## config.mk

```make
export PLATFORM = sky130hd
export DESIGN_NAME = sec32_encoder
export DESIGN_NICKNAME = d
export VERILOG_FILES = /design/src/rtl/sec32_pkg.sv /design/src/rtl/sec32_ckgen.sv /design/src/rtl/sec32_encoder.sv
export SDC_FILE = /design/constraint.sdc
export NUM_CORES = 1
export LEC_CHECK = 0
export ABC_AREA = 1
export CAP_MARGIN = 30
export CORE_UTILIZATION = 52
export DETAILED_ROUTE_END_ITERATION = 7
export PLACE_DENSITY = 0.81
export RECOVER_POWER = 50
export SKIP_LAST_GASP = 1
export SYNTH_ARGS = -nofsm -noshare
export SYNTH_HDL_FRONTEND = slang
export SYNTH_SLANG_ARGS = --single-unit
```

## constraint.sdc

```tcl
create_clock -name clk -period 1.82 [get_ports clk]
set_input_delay 0.273 -clock clk [delete_from_list [all_inputs] [get_ports clk]]
set_output_delay 0.273 -clock clk [all_outputs]
set_load 0.05 [all_outputs]
```

## src/rtl/sec32_pkg.sv

```systemverilog
// Shared widths, code-column mapping and codeword layout for the 32-bit SEC encoder.
package sec32_pkg;

  localparam int DATA_W = 32;
  localparam int CHK_W  = 8;
  localparam int ROWS   = 4;
  localparam int COLS   = 8;
  localparam int COL_W  = CHK_W - ROWS;

  typedef struct packed {
    logic [DATA_W-1:0] data;
    logic [CHK_W-1:0]  check;
  } codeword_t;

  // Column code is c+1 so no data bit gets a zero column code.
  function automatic logic [COL_W-1:0] col_code(input int c);
    return COL_W'(c + 1);
  endfunction

endpackage

```

## src/rtl/sec32_ckgen.sv

```systemverilog
// Combinational SEC parity generator: row parities and column parities on separate inputs.
// Zero latency, no flow control; the two halves feed different pipeline stages.
module sec32_ckgen
  import sec32_pkg::*;
(
  input  logic [DATA_W-1:0] row_data,
  input  logic [DATA_W-1:0] col_data,
  output logic [ROWS-1:0]   row_par,
  output logic [COL_W-1:0]  col_par
);

  always_comb begin
    row_par = '0;
    for (int r = 0; r < ROWS; r++) row_par[r] = ^row_data[COLS*r +: COLS];
  end

  always_comb begin
    col_par = '0;
    for (int i = 0; i < DATA_W; i++)
      col_par = col_par ^ (col_data[i] ? col_code(i % COLS) : '0);
  end

endmodule

```

## src/rtl/sec32_encoder.sv

```systemverilog
// 32-bit SEC encoder emitting {data, check}; optional key lock under SEC32_KEY_LOCK_EN.
// Latency 2 cycles at 1 word/cycle; a stalled S2 holds its codeword and backs up through S1 to in_ready.
module sec32_encoder
  import sec32_pkg::*;
#(
`ifdef SEC32_KEY_LOCK_EN
  parameter int               KEY_W    = 29,
  parameter logic [KEY_W-1:0] LOCK_KEY = 29'h1D26_6F9C,
`endif
  parameter int CNT_W = 16
) (
  input  logic              clk,
  input  logic              rst_n,
  input  logic              in_valid,
  output logic              in_ready,
  input  logic [DATA_W-1:0] in_data,
  output logic              out_valid,
  input  logic              out_ready,
  output logic [DATA_W-1:0] out_data,
  output logic [CHK_W-1:0]  out_check,
  input  logic              cnt_clr,
  output logic [CNT_W-1:0]  word_cnt
`ifdef SEC32_KEY_LOCK_EN
  ,
  input  logic              key_shift,
  input  logic              key_sin,
  output logic              key_ok
`endif
);

  logic              s1_valid;
  logic [DATA_W-1:0] s1_data;
  logic [ROWS-1:0]   s1_row;
  logic [ROWS-1:0]   row_par;
  logic [COL_W-1:0]  col_par;
  logic [CHK_W-1:0]  mask;
  logic              s1_adv;
  logic              s2_adv;
  codeword_t         s2_q;

  assign s2_adv    = !out_valid || out_ready;
  assign s1_adv    = !s1_valid || s2_adv;
  assign in_ready  = s1_adv;
  assign out_data  = s2_q.data;
  assign out_check = s2_q.check;

  sec32_ckgen u_ckgen (
    .row_data (in_data),
    .col_data (s1_data),
    .row_par  (row_par),
    .col_par  (col_par)
  );

  always_ff @(posedge clk or negedge rst_n) begin
    if (!rst_n) begin
      s1_valid <= 1'b0;
      s1_data  <= '0;
      s1_row   <= '0;
    end else if (s1_adv) begin
      s1_valid <= in_valid;
      if (in_valid) begin
        s1_data <= in_data;
        s1_row  <= row_par;
      end
    end
  end

  // An empty S1 with S2 free drops out_valid; a held S2 word is never lost.
  always_ff @(posedge clk or negedge rst_n) begin
    if (!rst_n) begin
      out_valid <= 1'b0;
      s2_q      <= '0;
    end else if (s2_adv) begin
      out_valid <= s1_valid;
      if (s1_valid) begin
        s2_q.data  <= s1_data;
        s2_q.check <= {col_par, s1_row} ^ mask;
      end
    end
  end

  always_ff @(posedge clk or negedge rst_n) begin
    if (!rst_n)
      word_cnt <= '0;
    else if (cnt_clr)
      word_cnt <= '0;
    else if (out_valid && out_ready && (word_cnt != {CNT_W{1'b1}}))
      word_cnt <= word_cnt + 1'b1;
  end

`ifdef SEC32_KEY_LOCK_EN
  logic [KEY_W-1:0] key;
  logic [KEY_W-1:0] key_diff;

  assign key_diff = key ^ LOCK_KEY;

  // Each wrong key bit folds onto one check bit, so any single wrong bit is visible.
  always_comb begin
    mask = '0;
    for (int i = 0; i < KEY_W; i++) mask[i % CHK_W] = mask[i % CHK_W] ^ key_diff[i];
  end

  always_ff @(posedge clk or negedge rst_n) begin
    if (!rst_n) begin
      key    <= '0;
      key_ok <= 1'b0;
    end else begin
      if (key_shift) key <= {key[KEY_W-2:0], key_sin};
      key_ok <= (key_diff == '0);
    end
  end
`else
  assign mask = '0;
`endif

endmodule

```

=== Word-level counts from Yosys, hierarchy flattened ===
Index checks and enable logic that the tools add are counted.

* Add/subtract/negate cells: 1
* Equality and inequality tests: 1
* Muxes and demuxes: 34
* Bitwise gates (word level): 31
* Reductions and logical operators: 13

{| class="wikitable"
|+ Operator list
! cell !! number
|-
| $xor 4x4->4 || 31
|-
| $mux 3 || 16
|-
| $mux 16 || 2
|-
| $reduce_xor 8->1 || 4
|-
| $add 16x1->16 const B || 1
|-
| $mux 2 || 8
|-
| $mux 4 || 4
|-
| $ne 16x16->1 const B || 1
|-
| $mux 1 || 4
|-
| $reduce_and 2->1 || 2
|-
| $logic_and 1x1->1 || 2
|-
| $logic_not 1->1 || 2
|-
| $logic_or 1x1->1 || 2
|-
| $reduce_bool 2->1 || 1
|}

* Bits in registers: 94
* Output and inout bits: 58
* Logic and storage cells: 87

=== Longest topological paths before layout ===
Gate-level depths: netlist of run 1.

* Depth after elaboration: 32
* Depth in mapped cells: 14

=== Cells and area by module ===
From an unflattened synthesis of run 1, not the netlist that was laid out.

* Cell total of the unflattened synthesis: 543
* Area, all modules: 4849.7 um^2

{| class="wikitable"
|+ By module, submodules not included
! module !! instances !! cells an instance !! area each (um^2) !! seq. area each (um^2)
|-
| sec32_encoder || 1 || 386 || 3921.3 || 2352.3
|-
| sec32_ckgen || 1 || 157 || 928.4 || 0.0
|}

=== Worst setup path after synthesis of run 1 ===
No wires, ideal clock.

* Path kind: register to register
* Start: register out_valid
* End: register s1_row[3]
* Setup time: 137 ps
* Arrival time: 2011 ps
* Required time: 1683 ps
* Setup slack: -328 ps
* Cell stages (with the launch flop): 5
* Cell sequence: dfrtp_1 > nand3_1 > nand2_1 > clkbuf_1 > o21ai_0

* Word-level cells in the longest chain between the ends: 4

{| class="wikitable"
|+ RTL lines
! element !! RTL line !! RTL
|-
| start: declaration || sec32_encoder.sv:17 || <nowiki>output logic out_valid,</nowiki>
|-
| start signal: assignment || sec32_encoder.sv:74 || <nowiki>out_valid <= s1_valid;</nowiki>
|-
| $logic_not 1->1 || sec32_encoder.sv:41 || <nowiki>assign s2_adv = !out_valid || out_ready;</nowiki>
|-
| $logic_or 1x1->1 || sec32_encoder.sv:41 ||
|-
| $logic_or 1x1->1 || sec32_encoder.sv:42 || <nowiki>assign s1_adv = !s1_valid || s2_adv;</nowiki>
|-
| net in_ready || sec32_encoder.sv:15 || <nowiki>output logic in_ready,</nowiki>
|-
| $reduce_and 2->1 (no line) || - ||
|-
| end signal: assignment || sec32_encoder.sv:63 || <nowiki>s1_row <= row_par;</nowiki>
|-
| end: declaration || sec32_encoder.sv:33 || <nowiki>logic [ROWS-1:0] s1_row;</nowiki>
|}

The timed path passes the listed nets, and every way through them passes these cells.
A chain may end at the register's enable or synchronous reset.

=== Worst setup path after layout of run 1 ===
* Start: register word_cnt[0]
* End: register word_cnt[8]

* Word-level cells in the longest chain between the ends: 3
* Elaborated cells on any way between the ends: 6
* Classes of those cells: add/sub (1); eq/ne (1); mux (2); reduce/logical (2)

{| class="wikitable"
|+ RTL lines
! element !! RTL line !! RTL
|-
| start: declaration || sec32_encoder.sv:22 || <nowiki>output logic [CNT_W-1:0] word_cnt</nowiki>
|-
| start signal: assignment || sec32_encoder.sv:88 || <nowiki>word_cnt <= word_cnt + 1'b1;</nowiki>
|-
| $add 16x1->16 or $ne 16x16->1 (tied branches) || sec32_encoder.sv:88, sec32_encoder.sv:87 ||
|-
| $mux 16 or $logic_and 1x1->1 (tied branches) || sec32_encoder.sv:87 || <nowiki>else if (out_valid && out_ready && (word_cnt != {CNT_W{1'b1}}))</nowiki>
|-
| $mux 16 or $reduce_bool 2->1 (tied branches) || - ||
|}

Parallel ways exist; a longest one is shown, timed or not. The select of a mux whose other input is x is not followed.

==> results.tsv, run 1 <==
stage	metric	value	unit
run_status	status	finished clean	
pwr	power per standard cell area	1270	mW/mm^2
synthesis	Post-Syn Instances	561	
die	Die ar.	0.00931	sq mm
timing	Setup violations, final	0	
timing	Final period util	0.960	
cts	Worst-path clk slew	0.10	ns
critical_path	Worst EP required	2.09	ns
pwr	Comb pwr share	0.432	
die	die width	96.5	microns
worst_hold_path	Worst Hold Class	register to register	
run	Max-Cap Viols	0	
synthesis	Post-synth EDFFs	0	
detailed_routing	Post-Route WL	10900	microns
detailed_routing	met2 wire len	5160	microns
pwr	maximum VDD drop	0.852	mV
synthesis	Synth Net Count	599	
die	chip height	96.5	microns
cts	Sink Count	94	
timing	post-layout min period	1.75	ns
synthesis	top post-synthesis cells by area	dfrtp_1 (51%), nand2_1 (13%), xnor2_1 (5.3%)	
critical_path	Worst path max stage delay	0.43	ns
worst_hold_path	Hold Path Cell Cnt	2	
detailed_routing	DR WL met3	520	microns
placed_design	port buffer count	94	
pwr	power share of the clock group	0.186	
synthesis	count leader, synth	nand2_1	
synthesis	FFs w/ async S/R, synth	1.00	
detailed_routing	DR DRC count	0	
timing	Slew Viols, Final	0	
detailed_routing	M1 wire length	4940	microns
global_route	global route overflow	0	
cts	CTS max path bufs	2	
critical_path	CP startpoint kind	register	
timing	Worst-Margin Slew	1.16	ns
synthesis	area leader, netlist	dfrtp_1	
placed_design	DP Worst Slack	0.0422	ns
die	Cell Rows	34	
critical_path	Slowest cell on crit path	dfrtp_2	
final_layout	final net count	700	
final_layout	layout cells sized above 1	0.147	
synthesis	mapped cell area	0.00464	sq mm
synthesis	Netlist cell types	32	
pwr	LEAKAGE	3.01	nW
critical_path	crit-path max FO	6	
synthesis	Post-synth top flop	dfrtp_1	
final_layout	Area Overhead vs Synth	28.5	%
die	io pins	95	
timing	Rel. slew slack	0.230	
synthesis	synthesized area per cell	8.27	sq um
timing	RSZ-0062 raised after global routing	true	
cts	CTS tree	yes	
pwr	Sw Ratio	0.435	
pwr	Seq pwr share	0.381	
detailed_routing	Pre-antenna DRT Iters	4	
synthesis	most common library cells after synthesis	nand2_1 (155), dfrtp_1 (94), inv_1 (53)	
pwr	NetSw	0.00329	W
timing	final hold violations	0	
cts	total CTS buffers	9	
die	core box area	0.00868	sq mm
die	Initial Util	0.535	
detailed_routing	highest routed layer	met4	
timing	Clock Skews	0.0167	ns
cts	CTS root buf	clkbuf_8	
pwr	total chip power	0.00757	W
detailed_routing	vias per cell	5.20	
timing	f_max	573	MHz
critical_path	Setup crit end kind	register	
critical_path	WS Path Type	register to register	
synthesis	yosys warns	0	
global_route	GR Util All Layers	0.246	
global_route	global-route wire length before repair	17400	microns
detailed_routing	initial DRC count	237	
cts	H-tree depth	3	
global_route	initial antenna violation count	0	
detailed_routing	WL per Instance	14.0	microns
detailed_routing	via count	4027	
final_layout	ANT cells	0	
placed_design	DP HPWL	8000	microns
global_route	largest net degree at the start of global routing	95	
global_route	vias in the first global route	3731	
synthesis	Seq/Total Area, Yosys	0.507	
detailed_routing	Detail Route Antenna Nets	0	
timing	Final Worst Setup Slack	0.0734	ns
synthesis	Synth top area share	0.507	
synthesis	#FFs+latches synth	94	
critical_path	Critical Path, Cell by Cell	ha_1 -> nand2_2 -> nor2_1 -> nand3_2 -> nor2_4 -> nor2_8 -> clkinv_4 -> nor2_4 -> nand2_2 -> o21ai_1 -> nor2_1	
pwr	Internal Power	0.00427	W
critical_path	R2R cell count	11	
cts	Worst-Skew Late Latency	0.37	ns
critical_path	Critical Path AT	2.02	ns
placed_design	RePlAce Congestion	0.868	
[final timing paths]
path	start	end	slack, ns
worst max-delay path	word_cnt[0]	word_cnt[8]	0.07
worst min-delay path	out_check[0]	out_check[0]	0.49
worst max register to register	word_cnt[0]	word_cnt[8]	0.07
worst min register to register	out_check[0]	out_check[0]	0.49
max in group asynchronous	rst_n	out_valid	0.27
min in group asynchronous	rst_n	word_cnt[9]	0.73
[metal layers]
metal	track usage	vias to the layer above
met4	0.0993	0
met5	0	-
met2	0.391	129
met1	0.337	1900
li1	-	1978
met3	0.0376	20
[stage by stage]
stage / instances / TNS [ns] / utilization / instance area (sq um) / hold WS, ns
5_1_grt: 775 / -0.122 / 0.687 / 5970 / 0.518
3_5_place_dp: 753 / 0 / 0.657 / 5700 / 0.362
2_1_floorplan: 561 / 0 / - / 4660 / -0.0226
6_report: 775 / 0 / 0.687 / 5970 / 0.487
3_3_place_gp: 753 / 0 / 0.657 / 5700 / 0.360
4_1_cts: 770 / 0 / 0.681 / 5910 / 0.492
[cell type report]
type | instances | area [sq um]
clock inverters | 5 | 58.8
clock buffers | 11 | 141
inverters | 59 | 226
fillers | 683 | 2710
multi-input cells | 390 | 2020
flip-flops and latches | 94 | 2360
well taps | 108 | 135
repair buffers | 108 | 1030
[worst max-delay path, delay by kind of cell, from the launching register on]
| family | cells | cell delay, ns |
|---|---|---|
| AO/OA/AOI/OAI | 1 | 0.12 |
| adder cells (fa/ha/maj) | 1 | 0.23 |
| flip-flops | 1 | 0.43 |
| AND/OR/NAND/NOR | 8 | 0.79 |
| buffers and inverters | 1 | 0.09 |
[cells in the final DEF (no fill, tap or decap), types with 2 or more instances in the layout]
| cell type | n |
|---|---|
| dfrtp_2 | 4 |
| buf_12 | 5 |
| a21oi_2 | 3 |
| nand3_1 | 20 |
| inv_2 | 4 |
| dfrtp_1 | 90 |
| nand3_2 | 4 |
| xnor2_1 | 28 |
| xor2_1 | 20 |
| nor2_1 | 49 |
| clkinvlp_4 | 2 |
| buf_4 | 49 |
| inv_1 | 53 |
| nand3b_1 | 3 |
| nand2_2 | 5 |
| o21ai_1 | 7 |
| nand4_1 | 8 |
| a31oi_1 | 3 |
| clkinv_4 | 2 |
| nor3_1 | 2 |
| clkdlybuf4s50_1 | 35 |
| o21ai_0 | 38 |
| dlygate4sd2_1 | 6 |
| clkbuf_8 | 10 |
| a21oi_1 | 36 |
| nand2_1 | 152 |
| dlymetal6s2s_1 | 12 |
| nor2_4 | 4 |
[cells by family (layout without fill, tap and decap cells)]
group	Yosys count	count (layout)	share of synthesized area
AO/OA/AOI/OAI	91	91	0.106
adder cells (fa/ha/maj)	1	1	0.00269
AND/OR/NAND/NOR	250	250	0.230
XOR/XNOR	48	48	0.0906
flip-flops	94	94	0.507
buffers and inverters	77	183	0.0639
[repair_timing]
| item | CTS | global route |
|---|---|---|
| endpoints found under the setup margin | 6 | 19 |
| endpoints found under the hold margin | 94 | 0 |
| hold buffers | 1 | 0 |
| pin swaps | 0 | 3 |
| setup buffers | 0 | 5 |
| resized for setup | 6 | 14 |
[power groups by stage]
stage                     Clock (W)  Combinational [W]  Sequential [W]
after floorplan                   0            0.00112         0.00397
after global placement            0            0.00320         0.00291
after detailed placement          0            0.00329         0.00291
after CTS                   0.00143            0.00328         0.00288
after global routing        0.00153            0.00354         0.00294
final                       0.00141            0.00327         0.00288
[registers in the layout, summed over array words and instances (netlist names)]
name	flops
out_check	8
out_valid	1
out_data	32
s1_valid	1
word_cnt	16
s1_data	32
s1_row	4
(Power assumes the default switching activity.)
==> run 2: changes to the inputs <==
- CORE_MARGIN: not set -> 1.5
- GPL_ROUTABILITY_DRIVEN: not set -> 0
==> run 2 against run 1 <==
Die area is 2.1% higher; utilization is 1.8 points lower; critical path depth is 10 lower; largest cell class unchanged.
==> results.tsv, run 2 (synthesized netlist as in run 1, its figures left out) <==
stage	metric	value	unit
die	die width	97.5	microns
timing	f_max	560	MHz
pwr	power per standard cell area	1250	mW/mm^2
placed_design	DP HPWL	8150	microns
cts	CTS max path bufs	2	
critical_path	WS Path Type	register to output port	
die	io pins	95	
global_route	global-route wire length before repair	17800	microns
critical_path	Critical Path, Cell by Cell	clkdlybuf4s50_1	
run_status	status	finished clean	
cts	Worst-path clk slew	0.08	ns
critical_path	FF-to-FF Start	word_cnt[0]	
die	Die ar.	0.00950	sq mm
detailed_routing	via count	4017	
timing	post-layout min period	1.78	ns
final_layout	design area	0.00581	sq mm
timing	RSZ-0062 raised after global routing	false	
timing	Final period util	0.981	
critical_path	Setup crit end kind	output port	
critical_path	Setup crit start	out_data[20]	
critical_path	CP startpoint kind	register	
final_layout	commonest non-fill, non-tap cell in the layout	nand2_1	
critical_path	Buf/Inv on CP	1	
critical_path	Worst EP required	1.55	ns
global_route	vias in the first global route	3864	
critical_path	Slowest cell on crit path	clkdlybuf4s50_1	
timing	Worst-Margin Slew	1.16	ns
cts	total CTS buffers	9	
cts	H-tree depth	3	
critical_path	crit path capture	out_data[20]	
timing	Rel. slew slack	0.229	
die	Cell Rows	34	
critical_path	CP top delay family	buffers and inverters	
timing	Slew Viols, Final	0	
timing	Clock Skews	0.0108	ns
final_layout	final net count	702	
critical_path	Worst path max stage delay	0.80	ns
timing	Min Hold Slack	0.477	ns
critical_path	crit-path max FO	2	
cts	Worst-Skew Late Latency	0.35	ns
final_layout	layout cells sized above 1	0.116	
global_route	initial antenna violation count	0	
final_layout	Area Overhead vs Synth	25.1	%
timing	Setup violations, final	0	
die	chip height	97.5	microns
critical_path	Worst R2R End	word_cnt[8]	
critical_path	R2R cell count	11	
detailed_routing	Pre-antenna DRT Iters	4	
final_layout	ANT cells	0	
worst_hold_path	Worst Hold Class	register to register	
detailed_routing	vias per cell	5.19	
pwr	LEAKAGE	2.88	nW
detailed_routing	WL per Instance	14.1	microns
placed_design	Placed Cells	754	
placed_design	port buffer count	94	
critical_path	Critical Path AT	1.51	ns
cts	Sink Count	94	
detailed_routing	DR DRC count	0	
timing	final hold violations	0	
global_route	largest net degree at the start of global routing	52	
final_layout	fin cells	774	
detailed_routing	initial DRC count	179	
detailed_routing	Detail Route Antenna Nets	0	
cts	CTS root buf	clkbuf_8	
pwr	maximum VDD drop	0.748	mV
detailed_routing	Post-Route WL	10900	microns
global_route	global route overflow	0	
die	Initial Util	0.535	
final_layout	commonest non-fill, non-tap cells in the layout	nand2_1 (154), dfrtp_1 (90), inv_1 (53), nor2_1 (49), o21ai_0 (38)	
die	core box area	0.00868	sq mm
critical_path	Stages on worst setup path	1	
final_layout	Final Util	0.669	
cts	CTS tree	yes	
critical_path	setup slack, reg-to-reg	0.11	ns
run	Max-Cap Viols	0	
global_route	GR Util All Layers	0.234	
placed_design	placed cell area	0.00568	sq mm
-- run 2: changes by cell type in the layout (fill, tap and decap cells not counted), moves of 2 or more --
| cell | before | now |
|---|---|---|
| nand2_2 | 5 | 3 |
| dlymetal6s2s_1 | 12 | 7 |
| clkbuf_1 | 1 | 20 |
| buf_4 | 49 | 33 |
| nand2_1 | 152 | 154 |
| buf_12 | 5 | 2 |
| dlygate4sd2_1 | 6 | 8 |
| clkinvlp_4 | 2 | 0 |
-- run 2: timing repair --
item,in CTS,in global routing
pin swaps,2,3
buffers inserted,2,4
hold endpoints to repair,49,0
resized for setup,8,9
cloned,0,0
hold buffers,1,0
setup endpoints to repair,9,17
-- run 2: final cells by class --
type                            instances  area [sq um]
Sequential cell                        94          2360
Tap cell                              108           135
Clock buffer                           10           128
Clock inverter                          3          40.0
Multi-Input combinational cell        390          2010
Fill cell                             732          2870
Timing Repair Buffer                  110           916
Inverter                               59           226
-- run 2: stage by stage --
stage / TNS [ns] / total power, W / worst slack [ns]
CTS: 0 / 0.00745 / 0.000515
detailed placement: -0.00229 / 0.00617 / -0.00229
global route: 0 / 0.00768 / 0.00271
floorplan: 0 / 0.00508 / 0.00292
finish: 0 / 0.00725 / 0.0354
global placement: 0 / 0.00608 / 0.0756
-- run 2: layer usage --
layer	track usage	up-vias	share of wire
li1	-	1984	-
met1	0.311	1900	0.44
met2	0.388	121	0.49
met3	0.0432	12	0.058
met4	0.0747	0	0.015
met5	0	-	0
-- run 2: power breakdown --
part           internal (W)  switching, W
clock network      0.000609      0.000674
logic              0.000901       0.00219
registers           0.00255      0.000330
total               0.00406       0.00319
-- run 2: how the worst min path moves through the flow --
stage | depth (start not counted) | endpoint | from | slack, ns
after global placement | 1 | word_cnt[7] | rst_n | 0.34
after detailed placement | 1 | word_cnt[7] | rst_n | 0.35
after CTS | 2 | out_check[0] | s1_row[0] | 0.48
after global routing | 2 | out_check[2] | s1_row[2] | 0.49
final | 2 | out_check[0] | s1_row[0] | 0.48
after floorplan | 0 | out_check[0] | rst_n | -0.02
==> run 3: changes to the inputs <==
- CORE_UTILIZATION: 52 -> 35
- CTS_CLUSTER_DIAMETER: not set -> 40
- MAX_ROUTING_LAYER: not set -> met4
- PLACE_DENSITY: 0.81 -> not set
==> run 3 against run 2 <==
Sequential power is essentially flat; clock power rose by 37%; largest cell class unchanged; largest power group unchanged; routed wire length is 3.9% higher; via count decreased by 2.9%; non-clock buffer count up 1; register-to-register slack hardly changed; utilization shrank 19 points.
==> results.tsv, run 3 (synthesized netlist as in run 1, its figures left out) <==
stage	metric	value	unit
placed_design	port buffer count	94	
detailed_routing	WL per Instance	13.4	microns
worst_hold_path	Worst Hold Class	register to register	
global_route	Global Route met2 Usage	0.265	
die	core box area	0.0128	sq mm
critical_path	Slowest cell on crit path	dfrtp_2	
pwr	LEAKAGE	2.94	nW
worst_hold_path	hold path startpoint	s1_row[3]	
critical_path	crit-path max FO	7	
cts	CTS tree	yes	
detailed_routing	Detail Route Antenna Nets	0	
global_route	M3 GR Usage	0.0473	
global_route	GR Util All Layers	0.175	
run_status	status	finished clean	
global_route	met1 Use GR	0.229	
timing	Clock Skews	0.00493	ns
critical_path	FF-to-FF Start	word_cnt[0]	
die	Cell Rows	41	
final_layout	ANT cells	0	
timing	f_max	584	MHz
detailed_routing	Pre-antenna DRT Iters	4	
pwr	NetSw	0.00328	W
timing	Slew Viols, Final	0	
placed_design	DP HPWL	8430	microns
critical_path	Buf/Inv on CP	1	
global_route	vias in the first global route	3819	
timing	final hold violations	0	
detailed_routing	vias per cell	4.63	
critical_path	Worst path max stage delay	0.42	ns
global_route	GR peak layer	met2	
pwr	maximum VDD drop	0.640	mV
critical_path	Setup crit end kind	register	
cts	H-tree depth	3	
final_layout	Area Overhead vs Synth	30.8	%
die	io pins	95	
timing	Min Hold Slack	0.469	ns
critical_path	CP startpoint kind	register	
critical_path	Critical Path AT	1.96	ns
final_layout	final net count	703	
final_layout	commonest non-fill, non-tap cell in the layout	nand2_1	
pwr	total chip power	0.00786	W
detailed_routing	Post-Route WL	11300	microns
placed_design	placed cell area	0.00577	sq mm
global_route	global route overflow	0	
critical_path	Setup crit start	word_cnt[0]	
pwr	power per standard cell area	1300	mW/mm^2
cts	total CTS buffers	9	
die	Initial Util	0.363	
final_layout	layout cells sized above 1	0.172	
die	Die ar.	0.0140	sq mm
timing	post-layout min period	1.71	ns
final_layout	design area	0.00607	sq mm
cts	Worst-Skew Late Latency	0.35	ns
detailed_routing	DR DRC count	0	
timing	Setup violations, final	0	
detailed_routing	via count	3902	
pwr	Seq pwr share	0.367	
global_route	global-route wire length before repair	18800	microns
cts	CTS max path bufs	2	
die	chip height	118	microns
pwr	Internal Power	0.00458	W
timing	Worst-Margin Slew	0.817	ns
timing	Total Neg Setup Slack	0	ns
timing	Rel. slew slack	0.455	
critical_path	Critical Path, Cell by Cell	ha_2 -> nand2_4 -> nor2_1 -> nand3_2 -> nor2_4 -> nor2_8 -> clkinv_4 -> nor2_4 -> nand2_2 -> o21ai_2 -> nor2_1	
cts	Sink Count	94	
final_layout	commonest non-fill, non-tap cells in the layout	nand2_1 (153), dfrtp_1 (90), buf_4 (64), inv_1 (53), nor2_1 (49)	
critical_path	CP top delay family	simple AND/OR/NAND/NOR gates	
detailed_routing	initial DRC count	250	
timing	Final period util	0.941	
global_route	largest net degree at the start of global routing	46	
global_route	initial antenna violation count	0	
cts	Worst-path clk slew	0.07	ns
cts	CTS root buf	clkbuf_16	
final_layout	Fillers	1240	
die	die width	118	microns
pwr	Sw Ratio	0.418	
critical_path	Worst EP required	2.06	ns
pwr	power share of the clock group	0.224	
critical_path	WS Path Type	register to register	
run	Max-Cap Viols	0	
pwr	Comb pwr share	0.409	
## run 3: what timing repair did
item                                   4_1_cts  5_1_grt
setup endpoints to repair                    4       10
buffers inserted                             3        4
pin swaps                                    2        5
hold buffers                                 1        0
endpoints found under the hold margin       29        0
gates resized for setup                      3        6
cloned                                       0        0
## run 3: power groups by stage
stage / sequential (W) / combinational, W / clock (W)
6_report: 0.00289 / 0.00322 / 0.00176
5_1_grt: 0.00295 / 0.00349 / 0.00192
4_1_cts: 0.00289 / 0.00327 / 0.00181
3_5_place_dp: 0.00293 / 0.00326 / 0
3_3_place_gp: 0.00292 / 0.00321 / 0
2_1_floorplan: 0.00397 / 0.00112 / 0
## run 3: final cells by class
class | instances | area [sq um] | share of cell area
sequential | 94 | 2360 | 0.388
multi-input combinational | 390 | 2030 | 0.334
timing repair buffer | 111 | 970 | 0.160
clock buffer | 15 | 268 | 0.0441
inverter | 59 | 226 | 0.0373
tap | 172 | 215 | 0.0354
clock inverter | 1 | 5.00 | 0.000824
## run 3: metrics by stage
step           setup slack [ns]  std cells  utilization
3_3_place_gp             0.0564        818        0.451
3_5_place_dp            0.00362        818        0.451
2_1_floorplan           0.00292        561            -
5_1_grt                 -0.0113        842        0.475
4_1_cts                 0.00120        838        0.475
6_report                  0.107        842        0.475
## run 3: worst reg2reg max path: cells and delay by family, from the launching register on
kind,cells,cell delay (ns)
buf+inv,1,0.10
simple gates,8,0.76
compound gates,1,0.12
flops,1,0.42
fa+ha+maj,1,0.21
## run 3: path summary, 6_finish.rpt
| kind | cells after the start | slack [ns] | endpoint |
|---|---|---|---|
| max in group asynchronous | 3 | 0.26 | out_data[26] |
| setup / recovery | 11 | 0.11 | word_cnt[8] |
| hold / removal | 2 | 0.47 | out_check[3] |
| setup reg to reg | 11 | 0.11 | word_cnt[8] |
| min in group asynchronous | 2 | 0.55 | word_cnt[9] |
| hold reg to reg | 2 | 0.47 | out_check[3] |
## run 3: routing by layer
layer | share of wire | routed length (microns)
met3 | 0.046 | 519
met5 | 0 | 0
met4 | 0.017 | 195
met2 | 0.46 | 5200
met1 | 0.48 | 5400
